## src/rtl/display_digit_driver.sv

```systemverilog
// Scoreboard 7-segment driver: latches bus digits per position and time-multiplexes
// them onto a 4-position display with per-slot anti-ghost blanking.
module display_digit_driver #(
  parameter int SCAN_DIV       = 1024,
  parameter int BLANK_CYCLES   = 16,
  parameter bit SEG_ACTIVE_LOW = 1'b1,
  parameter bit AN_ACTIVE_LOW  = 1'b1
) (
  input  logic       clk_i,
  input  logic       rst_i,
  input  logic [3:0] digit_i,
  input  logic [3:0] segment_select_i,
  input  logic [2:0] state_i,
  output logic [6:0] seg_o,
  output logic       dp_o,
  output logic [3:0] an_o,
  output logic       sel_err_o,
  output logic [1:0] active_pos_o
);

  localparam int CNT_W = (SCAN_DIV > 1) ? $clog2(SCAN_DIV) : 1;
  localparam logic [CNT_W-1:0] SCAN_LAST = CNT_W'(SCAN_DIV - 1);
  localparam logic [CNT_W-1:0] BLANK_END = CNT_W'(BLANK_CYCLES);
  localparam logic [6:0] SEG_OFF = {7{SEG_ACTIVE_LOW}};
  localparam logic       DP_OFF  = SEG_ACTIVE_LOW;
  localparam logic [3:0] AN_OFF  = {4{AN_ACTIVE_LOW}};

  logic [3:0][3:0]   pos_q, pos_d;
  logic [CNT_W-1:0]  scan_cnt_q, scan_cnt_d;
  logic [1:0]        active_pos_q, active_pos_d;
  logic              sel_err_q, sel_err_d;
  logic              p2_q, p2_d;
  logic [6:0]        seg_q, seg_d;
  logic              dp_q, dp_d;
  logic [3:0]        an_q, an_d;
  logic              sel_onehot;
  logic              in_blank;
  logic [3:0]        cur_code;
  logic [6:0]        cur_pat;

  always_comb begin
    pos_d      = pos_q;
    sel_err_d  = sel_err_q;
    sel_onehot = (segment_select_i != 4'd0) &&
                 ((segment_select_i & (segment_select_i - 4'd1)) == 4'd0);
    if (sel_onehot) begin
      for (int i = 0; i < 4; i++)
        if (segment_select_i[i]) pos_d[i] = digit_i;
    end else if (segment_select_i != 4'd0) begin
      sel_err_d = 1'b1;
    end

    p2_d = (state_i == 3'd3) || (state_i == 3'd4) || (state_i == 3'd5);

    if (scan_cnt_q == SCAN_LAST) begin
      scan_cnt_d   = '0;
      active_pos_d = active_pos_q + 2'd1;
    end else begin
      scan_cnt_d   = scan_cnt_q + CNT_W'(1);
      active_pos_d = active_pos_q;
    end

    // Output stage reads only registered state, so a capture is seen one edge later
    cur_code = pos_q[active_pos_q];
    case (cur_code)
      4'h0:    cur_pat = 7'h3F;
      4'h1:    cur_pat = 7'h06;
      4'h2:    cur_pat = 7'h5B;
      4'h3:    cur_pat = 7'h4F;
      4'h4:    cur_pat = 7'h66;
      4'h5:    cur_pat = 7'h6D;
      4'h6:    cur_pat = 7'h7D;
      4'h7:    cur_pat = 7'h07;
      4'h8:    cur_pat = 7'h7F;
      4'h9:    cur_pat = 7'h6F;
      4'hF:    cur_pat = 7'h00;
      default: cur_pat = 7'h40;
    endcase

    in_blank = scan_cnt_q < BLANK_END;
    if (in_blank) begin
      seg_d = SEG_OFF;
      dp_d  = DP_OFF;
      an_d  = AN_OFF;
    end else begin
      seg_d = cur_pat ^ SEG_OFF;
      dp_d  = ((active_pos_q == 2'd0) && p2_q) ^ DP_OFF;
      an_d  = (4'b0001 << active_pos_q) ^ AN_OFF;
    end
  end

  always_ff @(posedge clk_i or posedge rst_i) begin
    if (rst_i) begin
      pos_q        <= {4{4'hF}};
      scan_cnt_q   <= '0;
      active_pos_q <= 2'd0;
      sel_err_q    <= 1'b0;
      p2_q         <= 1'b0;
      seg_q        <= SEG_OFF;
      dp_q         <= DP_OFF;
      an_q         <= AN_OFF;
    end else begin
      pos_q        <= pos_d;
      scan_cnt_q   <= scan_cnt_d;
      active_pos_q <= active_pos_d;
      sel_err_q    <= sel_err_d;
      p2_q         <= p2_d;
      seg_q        <= seg_d;
      dp_q         <= dp_d;
      an_q         <= an_d;
    end
  end

  assign seg_o        = seg_q;
  assign dp_o         = dp_q;
  assign an_o         = an_q;
  assign sel_err_o    = sel_err_q;
  assign active_pos_o = active_pos_q;

endmodule

```

## config.mk

```make
export PLATFORM = sky130hd
export DESIGN_NAME = display_digit_driver
export DESIGN_NICKNAME = d
export VERILOG_FILES = /design/src/rtl/display_digit_driver.sv
export SDC_FILE = /design/constraint.sdc
export NUM_CORES = 1
export LEC_CHECK = 0
export ABC_AREA = 1
export CORE_ASPECT_RATIO = 1.4
export CORE_MARGIN = 2
export CORE_UTILIZATION = 40
export DETAILED_ROUTE_END_ITERATION = 10
export GPL_TIMING_DRIVEN = 0
export HOLD_SLACK_MARGIN = 0.06
export PLACE_DENSITY = 0.6
export SLEW_MARGIN = 20
export SYNTH_ARGS = -nofsm -noshare
export SYNTH_HDL_FRONTEND = slang
export SYNTH_SLANG_ARGS = --single-unit
```

## constraint.sdc

```tcl
create_clock -name clk_i -period 3 [get_ports clk_i]
set_input_delay 0.6 -clock clk_i [delete_from_list [all_inputs] [get_ports clk_i]]
set_output_delay 0.6 -clock clk_i [all_outputs]
set_load 0.005 [all_outputs]
```

# Word-level counts from Yosys, hierarchy flattened

Memory sizes are Yosys's and may differ from the RTL's.
Index checks and enable logic that the tools add are counted.
Widths: inputs -> output; s select.

Bits in registers: 42
Memory bits (read-only): 112
Input port bits: 13
Output and inout port bits: 15
Memories: 1

Add/subtract/negate cells: 3
$lt $le $gt $ge: 2
Equality and inequality tests: 4
Shift-type cells: 1
Mux-type cells: 6
Bitwise operators: 5
Reductions and logical operators: 12

Memory list:

| name            | words | bits a word | rd ports | clocked after memory_dff | write ports | line | text |
|---|---|---|---|---|---|---|---|
| (no name shown) | 16    | 7           | 1        | 0                        | 0           | 65   | `case (cur_code)` |

Operator list:

| kind                  | number |
|---|---|
| $add 10x1->10 const B | 1 |
| $eq 10x10->1 const B  | 1 |
| $lt 10x5->1 const B   | 1 |
| $mux 10               | 1 |
| $reduce_and 2->1      | 5 |
| $bmux 4 s2            | 1 |
| $mux 4                | 2 |
| $mux 7                | 1 |
| $not 7->7             | 1 |
| $eq 3x3->1 const B    | 2 |
| $and 4x4->4           | 1 |
| $logic_not 4->1       | 1 |
| $not 4->4             | 1 |
| $reduce_bool 4->1     | 1 |
| $shl 1x2->4 const A   | 1 |
| $sub 4x1->4 const B   | 1 |
| $eq 3x2->1 const B    | 1 |
| $lt 2x3->1 const B    | 1 |
| $add 2x1->2 const B   | 1 |
| $logic_and 1x1->1     | 2 |
| $logic_not 2->1       | 1 |
| $logic_or 1x1->1      | 2 |
| $not 1->1             | 2 |
| $mux 1                | 1 |

# Depth between registers and ports, before layout

Depth after elaboration: 6
Gate-level depth with buffers: 11
Mapped depth without buffers: 10

# Least setup slack after synthesis

No wires, ideal clock.

Kind: reg-to-reg
Start point: register active_pos_q[0], in the netlist active_pos_o[0]
End point: register seg_q[3], in the netlist seg_o[3]
Library setup time: 81 ps
Data arrival time: 1400 ps
Required time: 2919 ps
Slack: 1519 ps
Stages on the path, launching flop included: 10
Buffers on the path: 1
Period minus slack after synthesis: 1481 ps
Cell sequence: dfrtp_1 > buf_6 > inv_6 > nand2_1 > nand3_1 > nand2_2 > ha_1 > nand3_1 > nand3_1 > nand3_2

Word-level cells in the longest chain between the ends: 5

Ends and longest elaborated chain:

| what                         | line | text |
|---|---|---|
| from (decl)                  | 30   | `logic [1:0] active_pos_q, active_pos_d;` |
| from (signal assigned)       | 105  | `active_pos_q <= active_pos_d;` |
| $bmux 4 s2                   | 64   | `cur_code = pos_q[active_pos_q];` |
| $mux 4 (implied by the code) | 64   |  |
| $mem_v2 16x7                 | -    |  |
| $not 7->7 (no source line)   | -    |  |
| $mux 7                       | 81   | `if (in_blank) begin` |
| via seg_d[3]                 | 33   | `logic [6:0] seg_q, seg_d;` |
| to (signal assigned)         | 108  | `seg_q <= seg_d;` |
| to (decl)                    | 33   |  |

The timed path passes the listed nets, and every way through them passes these cells. The select of a mux whose other input is x is not followed.
A chain may end at the register's enable or synchronous reset.

# Worst setup path in the final report

Start point: register active_pos_q[1], in the netlist active_pos_o[1]
End point: output active_pos_o[1]

RTL lines:

| what      | line | text |
|---|---|---|
| to (decl) | 18   | `output logic [1:0] active_pos_o` |

No word-level cell between the ends.

==> results.cfg <==
[run_status]
run_status = completed

[critical_path]
worstPathBufferInverterCount = 1
critical_path.cell_chain = clkdlybuf4s50_1
worst-setup-path-type = flip-flop to primary output
critical_path_data_required_time_ns = 2.40
slowest_stage = sky130_fd_sc_hd__dfrtp_1
timing.critical_path.to_type = primary output
max_stage_delay_ns = 0.62
rr_worst_depth = 7
worst_ep_arrival_time_ns = 1.50
critical_path_cell_count = 1
worst_r2r_setup_slack_ns = 1.30
crit_path_max_fanout = 8
path_delay_family = flip-flops
r2r-end = seg_o[3]
timing.rr.start = active_pos_o[1]
timing.critical_path.from_type = flip-flop

[clocking]
clock_tree.buffer_depth = 2
clock-sinks = 42
cts_repair_resizes = 0
clock-root-buffer = sky130_fd_sc_hd__clkbuf_8
clk_pin_slew_worst_paths_ns = 0.08
cts_tree = built
worstSkewPairLatency_ns = 0.28
ctsHtreeMaxLevel = 2
cts_made_buffers = 5
postCtsSetupBuffers = 0
holdBufCountCts = 0

[place]
finalWeightedCongestion = 0.794
placed_cell_area_um2 = 2520
place_worst_setup_slack_ns = 1.12
buffer_ports.inserted = 27
dp_hpwl_um = 2820

[synthesis]
ys_seq_area_share_pct = 50.8
post-synth-top-count-cell = sky130_fd_sc_hd__nand2_1
synth_top_area_share_pct = 34.4
netlist.top_cell.by_area = sky130_fd_sc_hd__dfstp_2
syn_nets = 249
post_synth.cell_area_avg_um2 = 9.45
yosysWarnings = 0
netlist_top_cells_count = 53 x sky130_fd_sc_hd__nand2_1, 28 x sky130_fd_sc_hd__dfstp_2, 28 x sky130_fd_sc_hd__inv_1, 21 x sky130_fd_sc_hd__nand3_1, 16 x sky130_fd_sc_hd__o21ai_0
async_flop_share_pct = 100
postSynth.topFlopCell = sky130_fd_sc_hd__dfstp_2
ys_types = 28
synth-edff-count = 0
cell_count_after_synthesis = 226
netlist_area_um2 = 2140
synth-seq-cells = 42
synth.area.top_cells = sky130_fd_sc_hd__dfstp_2 34%, sky130_fd_sc_hd__dfrtp_1 16%, sky130_fd_sc_hd__nand2_1 9.3%

[route]
routed-via-count = 1538
vias_per_instance = 4.69
drc_markers = 0
firstDrtPassIters = 4
wl_met2_um = 1930
met1Wirelength_um = 1590
final_antenna_violating_net_count = 0
route.detailed.wl_per_inst_um = 11.3
wl_met3_um = 135
drt-initial-drc-count = 50
dr.max_layer_used = met4
wirelength_um = 3700

[global_route]
first_global_vias = 1526
grt.total_usage_pct = 14.8
grt_max_degree = 24
grt_antenna_before_repair = 0
global_route.overflow_total = 0
grt_pass1_wl_um = 6840

[flow_run]
maxCapViolCount = 0

[layout]
fraction_of_final_layout_cells_with_drive_strength_greater_than_1_pct = 25.2
antenna-diode-count = 0
post_layout_instance_area_um2 = 2610
final_net_count = 284
area.growth.synth_to_final_pct = 22.1
multi_input_comb_area_um2 = 907
layout.core_utilization_pct = 50.5
regArea_um2 = 1090
n_fill_cell = 498

[floorplanning]
core-area_um2 = 5160
fp.dieArea_um2 = 5950
die_w_um = 65.8
die_height_um = 90.5
start_util_pct = 41.4
io-pin-count = 28
rows = 31

[timing]
final-setup-viol-count = 0
rsz0062_at_grt = no
maximum_clock_frequency_mhz = 477
timing.final.crit_share_pct = 69.9
finalMaxSlewViolations = 0
final.hold.worst_slack_ns = 0.417
timing.final.hold_violations = 0
fin_crit_period_ns = 2.10
worst_slack_ns = 0.903
skew_ns = 0.00384
timing.max_slew.rel_slack_pct = 70.2
timing_worst_slew_pin_value_ns = 0.448
setup-tns-final_ns = 0

[pwr]
max_rail_drop_vdd_uv = 317
p_leak_uw = 0.00123
power_per_cell_area_nw_per_um2 = 523

[worst_hold_path]
worstHoldPathType = flip-flop to flip-flop
hold_depth = 1
hold_start = p2_q
hold_path_end = dp_o
cell usage in the layout, fill, tap and decap left out, types with 2 or more instances in the layout:
cell type                         instances
sky130_fd_sc_hd__nand2_2                  6
sky130_fd_sc_hd__nand3_2                  7
sky130_fd_sc_hd__clkbuf_8                 6
sky130_fd_sc_hd__ha_1                    10
sky130_fd_sc_hd__nand4_1                  4
sky130_fd_sc_hd__o21ai_0                 16
sky130_fd_sc_hd__a21oi_1                  5
sky130_fd_sc_hd__nand3_1                 21
sky130_fd_sc_hd__nand2_4                  3
sky130_fd_sc_hd__nand3b_1                 2
sky130_fd_sc_hd__nor2_1                   5
sky130_fd_sc_hd__xor2_1                   5
sky130_fd_sc_hd__nor3_1                   2
sky130_fd_sc_hd__dfstp_2                 28
sky130_fd_sc_hd__clkdlybuf4s50_1         27
sky130_fd_sc_hd__nor2_2                   3
sky130_fd_sc_hd__inv_2                    2
sky130_fd_sc_hd__nand3_4                  2
sky130_fd_sc_hd__inv_1                   27
sky130_fd_sc_hd__nand2_1                 53
sky130_fd_sc_hd__o21ai_1                  3
sky130_fd_sc_hd__dfrtp_1                 14
registers in the layout (all words and copies together) (netlist names):
name          count
p2_q              1
dp_o              1
sel_err_o         1
scan_cnt_q       10
pos_q            16
seg_o             7
an_o              4
active_pos_o      2
logic make-up (layout without fill, tap and decap cells):
logic type	count (synthesis)	in the layout	share of synthesized area [%]
AND/OR/NAND/NOR	111	111	28.6
XOR/XNOR	5	5	2.05
AO/OA/AOI/OAI	25	25	5.98
flip-flops	42	42	50.8
adder cells (fa/ha/maj)	10	10	5.86
buffers and inverters	33	69	6.68
metrics by stage:
step / total power (µW) / std cells
floorplan: 895 / 226
finish: 1360 / 328
detailed placement: 1010 / 320
global route: 1460 / 328
CTS: 1390 / 328
global placement: 1000 / 319
cell type report:
class                   count  area share [%]
well taps                  66            3.17
clock buffers               7            3.31
inverters                  31            4.75
flip-flops and latches     42            41.7
plain buffers               2           0.720
clock inverters             1           0.192
multi-input cells         151            34.8
repair buffers             28            11.4
where the power goes:
part / switching [µW] / internal [µW] / total (µW)
clock: 178 / 186 / 364
sequential: 29.5 / 691 / 720
combinational: 137 / 142 / 279
metal layers:
metal / up-vias / GRT usage (%)
met1: 716 / 17.7
met4: 0 / 5.73
li1: 790 / -
met2: 28 / 24.9
met5: - / 0
met3: 4 / 3.74
how the worst max path moves through the flow:
stage / slack [ns] / endpoint / start
after floorplan: 1.47 / active_pos_o[0] / rst_i
after global placement: 0.57 / sel_err_o / rst_i
after detailed placement: 1.12 / pos_q[15] / segment_select_i[0]
after CTS: 0.87 / active_pos_o[1] / active_pos_o[1]
after global routing: 0.84 / active_pos_o[1] / active_pos_o[1]
final: 0.90 / active_pos_o[1] / active_pos_o[1]
Note: power is estimated with default switching activity, not from simulation.
